**config.mk**
```make
export PLATFORM = sky130hd
export DESIGN_NAME = alu_issue_seq
export DESIGN_NICKNAME = d
export VERILOG_FILES = /design/src/rtl/alu_pkg.sv /design/src/rtl/alu_regfile.sv /design/src/rtl/alu_issue_seq.sv
export SDC_FILE = /design/constraint.sdc
export NUM_CORES = 1
export LEC_CHECK = 0
export ABC_AREA = 1
export CORE_ASPECT_RATIO = 0.5
export CORE_UTILIZATION = 30
export DETAILED_ROUTE_END_ITERATION = 8
export GPL_ROUTABILITY_DRIVEN = 0
export MAX_ROUTING_LAYER = met4
export PLACE_DENSITY = 0.58
export SLEW_MARGIN = 10
export SYNTH_ARGS = -nofsm -noshare
export SYNTH_HDL_FRONTEND = slang
export SYNTH_SLANG_ARGS = --single-unit
export TNS_END_PERCENT = 50
```
**constraint.sdc**
```tcl
create_clock -name clk -period 2.2 [get_ports clk]
set_input_delay 0.44 -clock clk [delete_from_list [all_inputs] [get_ports clk]]
set_output_delay 0.44 -clock clk [all_outputs]
set_load 0.05 [all_outputs]
```
**src/rtl/alu_pkg.sv**
```systemverilog
// Shared definitions for the alu sequencing front end.
// - Datapath and register-file sizes.
// - FSM state encoding.
// - {S,Cin} function codes understood by the external alu.
package alu_pkg;

   localparam int unsigned DW      = 8;
   localparam int unsigned NREG    = 4;
   localparam int unsigned RegIdxW = 2;
   localparam int unsigned OpW     = 6;
   localparam int unsigned SW      = 5;

   typedef enum logic [1:0] {
      StIdle = 2'b00,
      StExec = 2'b01,
      StWb   = 2'b10
   } state_e;

   // Function codes {S,Cin}. The sequencer passes these through undecoded;
   // any code not listed makes the alu produce zero.
   localparam logic [OpW-1:0] OpPassA    = 6'b000000;
   localparam logic [OpW-1:0] OpInc      = 6'b000001;
   localparam logic [OpW-1:0] OpAdd      = 6'b000010;
   localparam logic [OpW-1:0] OpAddInc   = 6'b000011;
   localparam logic [OpW-1:0] OpAddNotB  = 6'b000100;
   localparam logic [OpW-1:0] OpSub      = 6'b000101;
   localparam logic [OpW-1:0] OpDec      = 6'b000110;
   localparam logic [OpW-1:0] OpPassA2   = 6'b000111;
   localparam logic [OpW-1:0] OpAnd      = 6'b001000;
   localparam logic [OpW-1:0] OpOr       = 6'b001010;
   localparam logic [OpW-1:0] OpXor      = 6'b001100;
   localparam logic [OpW-1:0] OpNotA     = 6'b001110;
   localparam logic [OpW-1:0] OpShl      = 6'b010000;
   localparam logic [OpW-1:0] OpShr      = 6'b100000;
   localparam logic [OpW-1:0] OpZero     = 6'b110000;

endpackage

```
**src/rtl/alu_regfile.sv**
```systemverilog
// NREG x DW register file for the alu sequencer.
// Ports:
//   clk, rst             clock, synchronous active-high reset (clears all entries)
//   raddr_a_i/rdata_a_o  combinational read port A
//   raddr_b_i/rdata_b_o  combinational read port B
//   we_i/waddr_i/wdata_i synchronous write port
module alu_regfile
   import alu_pkg::*;
(
   input  logic               clk,
   input  logic               rst,
   input  logic [RegIdxW-1:0] raddr_a_i,
   output logic [DW-1:0]      rdata_a_o,
   input  logic [RegIdxW-1:0] raddr_b_i,
   output logic [DW-1:0]      rdata_b_o,
   input  logic               we_i,
   input  logic [RegIdxW-1:0] waddr_i,
   input  logic [DW-1:0]      wdata_i
);

   logic [DW-1:0] rf_q [NREG];
   logic [DW-1:0] rf_d [NREG];

   always_comb begin
      for (int i = 0; i < int'(NREG); i++) begin
         rf_d[i] = rf_q[i];
      end
      if (we_i) begin
         rf_d[waddr_i] = wdata_i;
      end
   end

   always_ff @(posedge clk) begin
      if (rst) begin
         for (int i = 0; i < int'(NREG); i++) begin
            rf_q[i] <= '0;
         end
      end else begin
         for (int i = 0; i < int'(NREG); i++) begin
            rf_q[i] <= rf_d[i];
         end
      end
   end

   assign rdata_a_o = rf_q[raddr_a_i];
   assign rdata_b_o = rf_q[raddr_b_i];

endmodule

```
**src/rtl/alu_issue_seq.sv**
```systemverilog
// Sequencing front end for the 8-bit combinational alu.
// Accepts one instruction per valid/ready handshake, reads operands from a
// local register file, drives registered S/Cin/A/B to the alu, captures Y,
// writes it back and presents it downstream with a zero flag.
// Ports:
//   clk, rst                 clock, synchronous active-high reset
//   in_valid/in_ready        instruction handshake
//   in_op, in_load, in_rd, in_ra, in_rb, in_imm_sel, in_imm   instruction fields
//   alu_s, alu_cin, alu_a, alu_b   registered alu inputs
//   alu_y                    alu result
//   out_valid/out_ready      result handshake
//   out_data, out_rd, out_zero     result, destination, zero flag
module alu_issue_seq
   import alu_pkg::*;
(
   input  logic               clk,
   input  logic               rst,
   input  logic               in_valid,
   output logic               in_ready,
   input  logic [OpW-1:0]     in_op,
   input  logic               in_load,
   input  logic [RegIdxW-1:0] in_rd,
   input  logic [RegIdxW-1:0] in_ra,
   input  logic [RegIdxW-1:0] in_rb,
   input  logic               in_imm_sel,
   input  logic [DW-1:0]      in_imm,
   output logic [SW-1:0]      alu_s,
   output logic               alu_cin,
   output logic [DW-1:0]      alu_a,
   output logic [DW-1:0]      alu_b,
   input  logic [DW-1:0]      alu_y,
   output logic               out_valid,
   input  logic               out_ready,
   output logic [DW-1:0]      out_data,
   output logic [RegIdxW-1:0] out_rd,
   output logic               out_zero
);

   state_e              state_q, state_d;
   logic [SW-1:0]       alu_s_q, alu_s_d;
   logic                alu_cin_q, alu_cin_d;
   logic [DW-1:0]       alu_a_q, alu_a_d;
   logic [DW-1:0]       alu_b_q, alu_b_d;
   logic [RegIdxW-1:0]  rd_q, rd_d;
   logic                load_q, load_d;
   logic [DW-1:0]       imm_q, imm_d;
   logic                out_valid_q, out_valid_d;
   logic [DW-1:0]       out_data_q, out_data_d;
   logic [RegIdxW-1:0]  out_rd_q, out_rd_d;

   logic [DW-1:0]       rdata_a, rdata_b;
   logic                rf_we;
   logic [DW-1:0]       wb_data;

   alu_regfile u_regfile (
      .clk       (clk),
      .rst       (rst),
      .raddr_a_i (in_ra),
      .rdata_a_o (rdata_a),
      .raddr_b_i (in_rb),
      .rdata_b_o (rdata_b),
      .we_i      (rf_we),
      .waddr_i   (rd_q),
      .wdata_i   (wb_data)
   );

   // Loads bypass the alu; the same value feeds the result register and the
   // register-file write so both update on the end-of-EXEC edge.
   assign wb_data = load_q ? imm_q : alu_y;

   always_comb begin
      state_d     = state_q;
      alu_s_d     = alu_s_q;
      alu_cin_d   = alu_cin_q;
      alu_a_d     = alu_a_q;
      alu_b_d     = alu_b_q;
      rd_d        = rd_q;
      load_d      = load_q;
      imm_d       = imm_q;
      out_valid_d = out_valid_q;
      out_data_d  = out_data_q;
      out_rd_d    = out_rd_q;
      rf_we       = 1'b0;

      unique case (state_q)
         StIdle: begin
            if (in_valid) begin
               alu_s_d   = in_op[OpW-1:1];
               alu_cin_d = in_op[0];
               alu_a_d   = rdata_a;
               alu_b_d   = in_imm_sel ? in_imm : rdata_b;
               rd_d      = in_rd;
               load_d    = in_load;
               imm_d     = in_imm;
               state_d   = StExec;
            end
         end
         StExec: begin
            out_data_d  = wb_data;
            out_rd_d    = rd_q;
            out_valid_d = 1'b1;
            rf_we       = 1'b1;
            state_d     = StWb;
         end
         StWb: begin
            if (out_ready) begin
               out_valid_d = 1'b0;
               state_d     = StIdle;
            end
         end
         default: begin
            state_d = StIdle;
         end
      endcase
   end

   // Reset wins over any accept or write-back on the same edge; the register
   // file sees the same reset so an aborted EXEC never lands its write.
   always_ff @(posedge clk) begin
      if (rst) begin
         state_q     <= StIdle;
         alu_s_q     <= '0;
         alu_cin_q   <= 1'b0;
         alu_a_q     <= '0;
         alu_b_q     <= '0;
         rd_q        <= '0;
         load_q      <= 1'b0;
         imm_q       <= '0;
         out_valid_q <= 1'b0;
         out_data_q  <= '0;
         out_rd_q    <= '0;
      end else begin
         state_q     <= state_d;
         alu_s_q     <= alu_s_d;
         alu_cin_q   <= alu_cin_d;
         alu_a_q     <= alu_a_d;
         alu_b_q     <= alu_b_d;
         rd_q        <= rd_d;
         load_q      <= load_d;
         imm_q       <= imm_d;
         out_valid_q <= out_valid_d;
         out_data_q  <= out_data_d;
         out_rd_q    <= out_rd_d;
      end
   end

   assign in_ready  = (state_q == StIdle) && !rst;
   assign alu_s     = alu_s_q;
   assign alu_cin   = alu_cin_q;
   assign alu_a     = alu_a_q;
   assign alu_b     = alu_b_q;
   assign out_valid = out_valid_q;
   assign out_data  = out_data_q;
   assign out_rd    = out_rd_q;
   assign out_zero  = (out_data_q == '0);

endmodule

```
==> impl_metrics.json <==
{
  "syn_inst": 524,
  "slowest_stage": "clkdlybuf4s50_1",
  "holdCritStartpoint": "imm_q[0]",
  "worstPathMaxFanout": 3,
  "cp_top_family": "buffers and inverters",
  "via_per_inst": 4.43,
  "synth_seq_cells": 78,
  "grtUsageTotal_pct": 18.0,
  "area_growth_pct": 32.8,
  "syn_avg_cell_area_um2": 6.88,
  "initial_core_util_pct": 31.8,
  "grt_pass1_vias": 3139,
  "syn_nets": 558,
  "post-cts-setup-buffers": 0,
  "tightest_slew_ps": 542,
  "core_mm2": 0.0114,
  "final-hold-violation-count": 0,
  "cts_tree": "built",
  "peakVddDrop_uv": 381,
  "fmax_ghz": 0.512,
  "dieArea_mm2": 0.0125,
  "min_path_cells": 2,
  "final_nets": 625,
  "endpoint_kind": "output pin",
  "grt_max_degree": 55,
  "period_share_pct": 88.8,
  "finalMaxSlewViolations": 0,
  "start_kind": "register",
  "routedWlPerCell_um": 13.5,
  "rows": 27,
  "critPathRequiredTime_ps": 1760,
  "ctsHoldBuffers": 0,
  "wl_um": 10200,
  "fin_tns_setup_ps": 0,
  "r2r_cells": 4,
  "critPathMaxStageDelay_ps": 820,
  "drive_gt1_share_pct": 9.23,
  "critPathBufInv": 1,
  "total_power_mw": 3.98,
  "antenna_found_initial": 0,
  "rsz0062_at_grt": "false",
  "path_cells": "clkdlybuf4s50_1",
  "yosysWarningCount": 0,
  "crit_type": "register to output pin",
  "r2r-start": "load_q",
  "final_cell_mix": "nor2_1 (136), dfxtp_1 (78), nand2_1 (73)",
  "path_clk_slew_ps": 60,
  "pin_count": 69,
  "whs_ps": 449,
  "portBuffers": 68,
  "drt_iter0_drc": 279,
  "drc_errors": 0,
  "vias": 3347,
  "maxCapViolCount": 0,
  "fin_worst_skew_ps": 5.07,
  "htreeDepth": 3,
  "fp.dieW_um": 157,
  "outcome": "completed",
  "grt_pass1_wl_um": 16300,
  "clockBufferDepth": 2,
  "slew-limit-headroom_pct": 63.8,
  "clock_sink_count": 78,
  "clockRootBuffer": "clkbuf_16",
  "fin_cells": 755,
  "setup_slack_ps": 246,
  "r2r-end": "u_regfile.rf_q[2][6]",
  "final_common_cell": "nor2_1",
  "min_to": "imm_q[0]",
  "ant_nets": 0,
  "ys_types": 29,
  "grt-ovfl-total": 0,
  "diodes": 0,
  "place_inst": 739,
  "cts_buffers": 9,
  "min_period_ps": 1950,
  "chipHeight_um": 79.5,
  "r2r_slack_ps": 740,
  "finalSetupViolations": 0,
  "pre_cts_ws_ps": 407,
  "firstDrtPassIters": 4,
  "dp_hpwl_um": 7300,
  "p_per_area_mw_per_mm2": 832,
  "p_leak_nw": 1.92,
  "clk_latency_ps": 340,
  "netlist_area_mm2": 0.00360,
  "cts-resized-gates": 0,
  "cp.arrival_ps": 1510,
  "ys_seq_area_share_pct": 43.3,
  "hold_class": "register to register"
}
[synth_stat cells]
master	instances	area, um^2
inv_4	2	12.5
buf_4	4	30.0
nand3_1	32	160
inv_1	45	169
nand3_2	2	20.0
nor2_1	136	510
nand2_1	73	274
a21oi_1	28	140
buf_2	9	45.0
o211ai_1	8	60.1
o21ai_1	7	35.0
buf_6	3	33.8
inv_2	4	15.0
nor2_4	1	11.3
dfxtp_1	78	1560
a211oi_1	1	7.51
o21ai_0	62	310
nor4_1	2	12.5
a31oi_1	1	6.26
buf_1	2	7.51
clkinv_2	2	10.0
nand3b_1	1	7.51
clkbuf_2	1	5.00
a21oi_2	6	52.6
nand3_4	1	17.5
nand2_4	3	33.8
clkbuf_1	8	30.0
and2_1	1	6.26
nor2_8	1	20.0
[layout make-up]
type,instances,area (um^2)
multi-input combinational,366,1690
tap,159,199
clock inverter,3,40.0
timing repair buffer,83,813
sequential,78,1560
clock buffer,13,280
fill,1213,6570
inverter,53,206
[where the power goes]
group | internal (mW) | switching (mW) | total (mW) | leakage (nW)
logic | 0.303 | 0.533 | 0.836 | 1.12
clock network | 0.998 | 0.566 | 1.56 | 0.162
registers | 1.51 | 0.0707 | 1.58 | 0.640
[per-layer routing]
layer  wire, um  GRT usage [%]  up-vias
met3        817           4.61       10
met4         99           4.37        0
met5          0              -        -
li1           -              -     1811
met2       4020           26.1       85
met1       5260           24.7     1441
[worst max-delay path by stage]
stage | start | end | slack [ps] | depth (start not counted)
floorplan | rst | in_ready | 500 | 2
global placement | rst | in_ready | 430 | 3
detailed placement | rst | in_ready | 410 | 3
CTS | out_data[5] | out_data[5] | 230 | 1
global route | out_data[7] | out_data[7] | 210 | 1
finish | out_data[5] | out_data[5] | 250 | 1
[metrics by stage]
step	cell area (um^2)	util, %
6_report	4790	42.2
5_1_grt	4790	42.2
4_1_cts	4790	42.2
3_5_place_dp	4470	39.3
3_3_place_gp	4470	39.3
2_1_floorplan	3600	-
[sequential cells by signal, indices dropped and copies added, names as in the netlist]
register and count:
u_regfile.rf_q 32, state_q 2, load_q 1, alu_s 5, alu_b 8, out_data 8, rd_q 2, out_rd 2
out_valid 1, imm_q 8, alu_a 8, alu_cin 1
[logic make-up after synthesis]
logic type	after synthesis	synth area share, %
compound gates	113	17.0
simple gates	253	29.8
flops	78	43.3
buf+inv	80	9.93
Power figures use the tool's default switching activity.
